### src/rtl/fifo_wr_arbiter.sv
// Round-robin, packet-locked arbiter sharing one FIFO write port among
// NUM_REQ valid/ready producers. A grant lasts until packet end, burst
// limit or idle timeout, and is always followed by one IDLE bubble.
//
//   state   | meaning
//   --------+-------------------------------------------------------------
//   S_IDLE  | no owner; arbitrate from rr_ptr when FIFO is not almost full
//   S_GRANT | grant_id owns the write port; beats forwarded while not full
module fifo_wr_arbiter #(
   parameter int NUM_REQ    = 4,
   parameter int DATA_WIDTH = 32,
   parameter int MAX_BURST  = 16,
   parameter int TIMEOUT    = 0,
   localparam int ID_W      = (NUM_REQ > 1) ? $clog2(NUM_REQ) : 1
) (
   input  logic                          clk,
   input  logic                          rst,
   input  logic                          sclr,
   input  logic [NUM_REQ-1:0]            req_valid,
   input  logic [NUM_REQ-1:0]            req_last,
   input  logic [NUM_REQ*DATA_WIDTH-1:0] req_data,
   output logic [NUM_REQ-1:0]            req_ready,
   input  logic                          fifo_full,
   input  logic                          fifo_afull,
   output logic                          fifo_wr_en,
   output logic [DATA_WIDTH-1:0]         fifo_data_in,
   output logic                          grant_valid,
   output logic [ID_W-1:0]               grant_id,
   output logic                          timeout_pulse
);

   localparam int BC_W = (MAX_BURST > 1) ? $clog2(MAX_BURST + 1) : 1;
   localparam int IC_W = (TIMEOUT > 1) ? $clog2(TIMEOUT + 1) : 1;
   localparam logic [BC_W-1:0] BEAT_LAST = BC_W'(MAX_BURST - 1);
   localparam logic [IC_W-1:0] IDLE_LAST = IC_W'((TIMEOUT > 0) ? TIMEOUT - 1 : 0);
   localparam logic [ID_W-1:0] ID_MAX    = ID_W'(NUM_REQ - 1);

   typedef enum logic {S_IDLE, S_GRANT} state_t;

   state_t          state, state_nx;
   logic [ID_W-1:0] gid_nx, rr_ptr, rr_nx, rr_after, pick_id;
   logic [BC_W-1:0] beat_cnt, beat_nx;
   logic [IC_W-1:0] idle_cnt, idle_nx;
   logic            in_grant, cur_valid, cur_last, accept, stall;
   logic            timeout_hit, rel, pick_found;

   // Granted-producer datapath: ready, write enable, data mux, release decision
   always_comb begin
      in_grant     = (state == S_GRANT);
      cur_valid    = req_valid[grant_id];
      cur_last     = req_last[grant_id];
      fifo_data_in = req_data[grant_id*DATA_WIDTH +: DATA_WIDTH];
      accept       = in_grant & cur_valid & ~fifo_full;
      stall        = in_grant & ~cur_valid;
      timeout_hit  = (TIMEOUT != 0) && stall && (idle_cnt == IDLE_LAST);
      rel          = (accept & (cur_last | (beat_cnt == BEAT_LAST))) | timeout_hit;
      rr_after     = (grant_id == ID_MAX) ? '0 : grant_id + 1'b1;
      req_ready    = '0;
      if (in_grant && !fifo_full) req_ready[grant_id] = 1'b1;
      fifo_wr_en    = accept;
      grant_valid   = in_grant;
      timeout_pulse = timeout_hit;
   end

   // Round-robin search: first valid requester at or after rr_ptr, wrapping
   always_comb begin : arb
      int idx;
      idx        = 0;
      pick_found = 1'b0;
      pick_id    = '0;
      for (int k = 0; k < NUM_REQ; k++) begin
         idx = int'(rr_ptr) + k;
         if (idx >= NUM_REQ) idx = idx - NUM_REQ;
         if (!pick_found && req_valid[idx]) begin
            pick_found = 1'b1;
            pick_id    = ID_W'(idx);
         end
      end
   end

   // Next-state and counter updates
   always_comb begin
      state_nx = state;
      gid_nx   = grant_id;
      rr_nx    = rr_ptr;
      beat_nx  = beat_cnt;
      idle_nx  = idle_cnt;
      case (state)
         S_IDLE: begin
            if (pick_found && !fifo_afull) begin
               state_nx = S_GRANT;
               gid_nx   = pick_id;
               beat_nx  = '0;
               idle_nx  = '0;
            end
         end
         S_GRANT: begin
            if (accept) begin
               beat_nx = beat_cnt + 1'b1;
               idle_nx = '0;
            end else if (stall) begin
               idle_nx = idle_cnt + 1'b1;
            end
            if (rel) begin
               state_nx = S_IDLE;
               rr_nx    = rr_after;
            end
         end
         default: state_nx = S_IDLE;
      endcase
   end

   // State registers; sclr behaves as a one-cycle synchronous reset
   always_ff @(posedge clk or posedge rst) begin
      if (rst) begin
         state    <= S_IDLE;
         grant_id <= '0;
         rr_ptr   <= '0;
         beat_cnt <= '0;
         idle_cnt <= '0;
      end else if (sclr) begin
         state    <= S_IDLE;
         grant_id <= '0;
         rr_ptr   <= '0;
         beat_cnt <= '0;
         idle_cnt <= '0;
      end else begin
         state    <= state_nx;
         grant_id <= gid_nx;
         rr_ptr   <= rr_nx;
         beat_cnt <= beat_nx;
         idle_cnt <= idle_nx;
      end
   end

endmodule

### config.mk
export PLATFORM = sky130hd
export DESIGN_NAME = fifo_wr_arbiter
export DESIGN_NICKNAME = d
export VERILOG_FILES = /design/src/rtl/fifo_wr_arbiter.sv
export SDC_FILE = /design/constraint.sdc
export NUM_CORES = 1
export LEC_CHECK = 0
export ABC_CLOCK_PERIOD_IN_PS = 2400
export BUFFER_PORTS_ARGS = -buffer_cell sky130_fd_sc_hd__buf_2
export CAP_MARGIN = 10
export CORE_AREA = 2 2 71 73
export CTS_BUF_LIST = sky130_fd_sc_hd__clkbuf_2
export DETAILED_ROUTE_END_ITERATION = 12
export DIE_AREA = 0 0 73 75
export GPL_ROUTABILITY_DRIVEN = 0
export PLACE_DENSITY_LB_ADDON = 0.25
export SLEW_MARGIN = 20
export SYNTH_ARGS = -nofsm -noshare
export SYNTH_HDL_FRONTEND = slang
export SYNTH_SLANG_ARGS = --single-unit
export TNS_END_PERCENT = 5
### constraint.sdc
create_clock -name clk -period 2.4 [get_ports clk]
set_input_delay 0 -clock clk [delete_from_list [all_inputs] [get_ports clk]]
set_output_delay 0 -clock clk [all_outputs]
set_load 0.1 [all_outputs]
---- Word level (Yosys, flattened, before mapping) ----
Cells that the tools add are included.
operators by class
  add/sub/neg operators ................... 9
  $lt $le $gt $ge ......................... 10
  eq/ne operators ......................... 5
  shifts and indexed selects .............. 1
  multiplexer cells ....................... 46
  bitwise logic cells ..................... 6
  reductions and logical operators ........ 17
operators by type and width
  cell                                                                                 count
  32-bit by 4-bit < comparator with 1-bit output, second input constant                4
  32-bit two-way mux                                                                   4
  128-bit by 8-bit indexed part select with 32-bit output                              1
  2-bit two-way mux                                                                    11
  1-bit two-way mux                                                                    18
  5-bit two-way mux                                                                    3
  1-bit binary-select mux with 2-bit select                                            6
  3-bit by 3-bit subtractor with 4-bit output, second input constant                   3
  5-bit one-hot mux with 2 select lines                                                1
  3-bit greater-or-equal comparator, second input constant                             3
  2-bit by 2-bit adder with 3-bit output, second input constant                        2
  1-bit logical AND                                                                    6
  3-bit inequality test, second input constant                                         2
  2-bit AND reduction                                                                  3
  2-bit nonzero test                                                                   3
  5-bit by 1-bit adder with 5-bit output, second input constant                        1
  5-bit by 4-bit equality test with 1-bit output, second input constant                1
  1-bit logical NOT                                                                    5
  4-bit two-way mux                                                                    1
  2-bit by 3-bit subtractor with 4-bit output, second input constant                   1
  2-bit by 1-bit adder with 3-bit output, second input constant                        1
  1-bit bitwise AND                                                                    3
  2-bit by 3-bit greater-or-equal comparator with 1-bit output, second input constant  1
  2-bit by 3-bit < comparator with 1-bit output, second input constant                 1
  other kinds (8)                                                                      9
word-level totals
  flip-flop bits (word level) ............. 10
  bits of input ports ..................... 141
  output and inout port bits .............. 41
  logic and storage cells ................. 98

---- Logic depth before layout (Yosys ltp) ----
  depth after elaboration ................. 19
  mapped depth ............................ 7
  mapped depth without buffers ............ 7

---- Least setup slack after synthesis ----
OpenSTA, ideal clock, no wires.
  path kind ............................... register -> register
  start point ............................. reg grant_id[1]
  end point ............................... reg rr_ptr[0]
  data arrival time ....................... 2.418 ns
  required time ........................... 2.275 ns
  setup slack ............................. -0.143 ns
  stages on the path, launching flop included .. 7
  path buffers ............................ 1
  path through ............................ dfrtp_1 > buf_2 > mux2i_1 > o22a_4 > clkinv_4 > o311ai_4 > mux2_4
between the ends
  word-level cells in the longest chain between the ends .. 7
RTL lines
  what                                       line  RTL
  start: declaration                         28    output logic [ID_W-1:0] grant_id,
  start signal: assignment                   129   grant_id <= gid_nx;
  1-bit binary-select mux with 2-bit select  50    cur_valid = req_valid[grant_id];
  1-bit two-way mux (not written as such)    50
  1-bit bitwise AND (2 in a row)             53    accept = in_grant & cur_valid & ~fifo_full;
  named net fifo_wr_en                       25    output logic fifo_wr_en,
  1-bit bitwise AND                          56    rel = (accept & (cur_last | (beat_cnt == BEAT_LAST))) | timeout_hit;
  2-bit nonzero test (no line)               --
  2-bit AND reduction (no line)              --
  end signal: assignment                     130   rr_ptr <= rr_nx;
  end: declaration                           41    logic [ID_W-1:0] gid_nx, rr_ptr, rr_nx, rr_after, pick_id;
The timed path passes the listed nets, and every way through them passes these cells. The select of a mux whose other input is x is not followed.
A chain may end at the register's enable or synchronous reset.

---- Worst setup path after layout ----
  start point ............................. reg grant_id[1]
  end point ............................... out fifo_data_in[28]
between the ends
  word-level cells in the longest chain between the ends .. 1
RTL lines
  what                                                     line  RTL
  128-bit by 8-bit indexed part select with 32-bit output  52    fifo_data_in = req_data[grant_id*DATA_WIDTH +: DATA_WIDTH];
  end: declaration                                         26    output logic [DATA_WIDTH-1:0] fifo_data_in,
No other way between the ends.

==> summary.txt <==
Clock network
  • Clock insertion delay at the later pin of the skew report: 0.27 ns
  • Post-CTS Setup Bufs: 0
  • Post-CTS sizing: 0
  • CTS tree: yes
  • Clock buffer depth: 2
  • H-tree depth: 1
  • CTS Sinks: 10
  • Clock slew at reported path FFs: 0.11 ns
  • Root Buffer: clkbuf_2
  • Total CTS buffers: 3

Detailed routing
  • Post-route ant nets: 0
  • Pre-Repair DR Iteration Count: 4
  • Drt first-iter violations: 114
  • Final WL: 6.04 mm
  • DR WL/cell: 17.0 um
  • DRC: 0
  • DR vias/cell: 5.22
  • Total vias in the final route: 1858

STA
  • Pins Over Slew Limit: 0
  • RSZ-0062 raised after global routing: false
  • Peak Freq: 502 MHz
  • Final TNS setup: 0 ns
  • Min setup slack post-route: 0.408 ns
  • Fin. Hold Viols: 0
  • Slew HR: 65.3%
  • Final period utilization: 83.0%
  • Setup violators final: 0
  • Worst-Margin Slew: 0.516 ns
  • Final min period: 1.99 ns
  • Final setup skew: 0.0174 ns

Yosys
  • Register bit count reported by yosys: 10
  • Synth Area in Compound Gates: 10.2%
  • Simple-gate share of the synthesized area: 10.6%
  • Number of synthesis warnings: 0
  • Top FF cell, synth: dfrtp_1
  • Post-synth EDFFs: 0
  • Yosys top cell by area: mux4_2
  • Synthesized area: 1540 um2
  • Mapped Nets: 273
  • Synth Area in XOR/XNOR: 0%
  • Main combinational cell family by area after synthesis: multiplexers
  • Synth top cells by count: mux4_2 (32), dfrtp_1 (10), inv_1 (9)
  • Sequential element share of the synthesized area: 16.2%
  • Synth Area per Inst: 12.2 um2
  • Synth cell types: 38
  • Share of the synthesized area in the top cell type: 46.8%
  • Syn Inst Count: 126
  • Top cells by area, synth: mux4_2 (47%), dfrtp_1 (16%), ha_1 (4.9%), mux2i_1 (3.2%), inv_1 (2.2%)
  • Ys async rst share: 100%
  • Mux cell area share after synthesis: 51.7%
  • Top-count cell post-synth: mux4_2
  • Synth Area in Adders: 4.87%

Die
  • I/O pin total: 182
  • Placeable Area: 4660 um2
  • Die height: 75 um
  • Starting Density: 33.0%
  • Die X: 73 um
  • Total Die Area: 5480 um2
  • Row count: 25

Finish
  • Share of cells above drive strength 1: 74.5%
  • Syn-to-layout area delta: 64.4%
  • Core Util, Final: 54.3%
  • Post-route cell area: 2530 um2
  • Fin nets: 450
  • N_diodes: 0

GRT
  • GRT Resource Usage Total: 20.3%
  • Number of global-route vias before repair: 1774
  • Final global-route overflow total: 0
  • Largest net degree at the start of global routing: 41
  • Initial antenna violation count: 0
  • First-pass GRT wire length: 8.56 mm

Placement
  • I/O Buffers: 180
  • Placed cell areas: 2500 um2
  • DP Worst Slack: 0.598 ns
  • HPWL Detailed: 5.25 mm

Job
  • Max cap viols: 0

Power
  • Overall power: 0.00110 W
  • PwrDens: 434 nW/um2
  • VDD IR max: 0.238 mV
  • Leakage: 1.25 nW

Worst setup path
  • Critical Path Start Type: register
  • Critical Path AT: 1.99 ns
  • Critical Path RT: 2.40 ns
  • CP max FO: 21
  • CP Class: reg2out
  • CP Capture Type: primary output

Run status
  • Outcome: finished clean

Worst hold path
  • Hold Crit Class: in2reg
==> flip-flops by register name, summed over array words and instances (netlist names) <==
register	cells
grant_id	2
rr_ptr	2
grant_valid	1
beat_cnt	5
==> repair_timing <==
item,4_1_cts,5_1_grt
hold buffers,1,0
setup endpoints to repair,0,0
endpoints found under the hold margin,10,0
==> kinds of logic after synthesis <==
| family | count (synthesis) |
|---|---|
| other | 1 |
| buffers and inverters | 21 |
| DFF | 10 |
| and+or+nand+nor | 30 |
| adders and majority gates | 6 |
| AOI/OAI and AO/OA | 19 |
| muxes | 39 |
==> layer usage <==
metal / vias to the layer above / GRT usage (%) / share of wire [%]
li1: 867 / - / -
met1: 873 / 24.9 / 36
met2: 99 / 34.7 / 52
met3: 19 / 4.95 / 9.1
met4: 0 / 7.61 / 2.6
met5: - / 0 / 0
==> placed cells by master, fill, tap and decap left out, types with 2 or more instances in the layout <==
| cell | instances |
|---|---|
| buf_2 | 179 |
| mux4_2 | 32 |
| inv_1 | 9 |
| dfrtp_1 | 7 |
| nand3_1 | 6 |
| a21oi_1 | 6 |
| ha_1 | 6 |
| mux2i_1 | 5 |
| nand2_1 | 5 |
| and2_1 | 4 |
| nor2_1 | 3 |
| clkbuf_2 | 3 |
| dfrtp_2 | 3 |
| o21ai_0 | 2 |
| or3_1 | 2 |
| nor3_1 | 2 |
| o221ai_1 | 2 |
| nand2b_1 | 2 |
| buf_12 | 2 |
==> where the power goes <==
group,switching [W],internal [W]
Combinational,0.000587,0.000230
Clock,0.0000603,0.0000362
Sequential,0.0000111,0.000174
Total,0.000659,0.000439
==> per-stage QoR <==
stage,hold slack (ns),instances
detailed placement,-0.00732,351
CTS,0.0309,356
floorplan,-0.160,126
global placement,-0.00461,351
global route,0.0486,356
finish,0.0313,356
==> worst paths after layout <==
path	from	to	slack (ns)	cells after the start
worst max register to register	grant_id[1]	rr_ptr[0]	0.60	3
min in group asynchronous	rst	beat_cnt[3]	0.24	3
worst min register to register	beat_cnt[4]	beat_cnt[4]	0.56	2
max in group asynchronous	rst	beat_cnt[0]	1.87	3
worst max-delay path	grant_id[1]	fifo_data_in[28]	0.41	3
worst min-delay path	sclr	beat_cnt[4]	0.03	2
==> worst max-delay path, cell delays in order, from the launching register on <==
cell	delay [ns]
dfrtp_2	0.67
buf_4	0.37
mux4_2	0.25
buf_2	0.43
==> layout make-up <==
type                    count  area (um2)
clock buffers               3        15.0
clock inverters             1        3.75
fillers                   424        2130
inverters                  10        42.5
multi-input cells          95        1200
flip-flops and latches     10         254
well taps                  54        67.6
repair buffers            183         953
No activity file was read; power rests on OpenSTA's default activity.
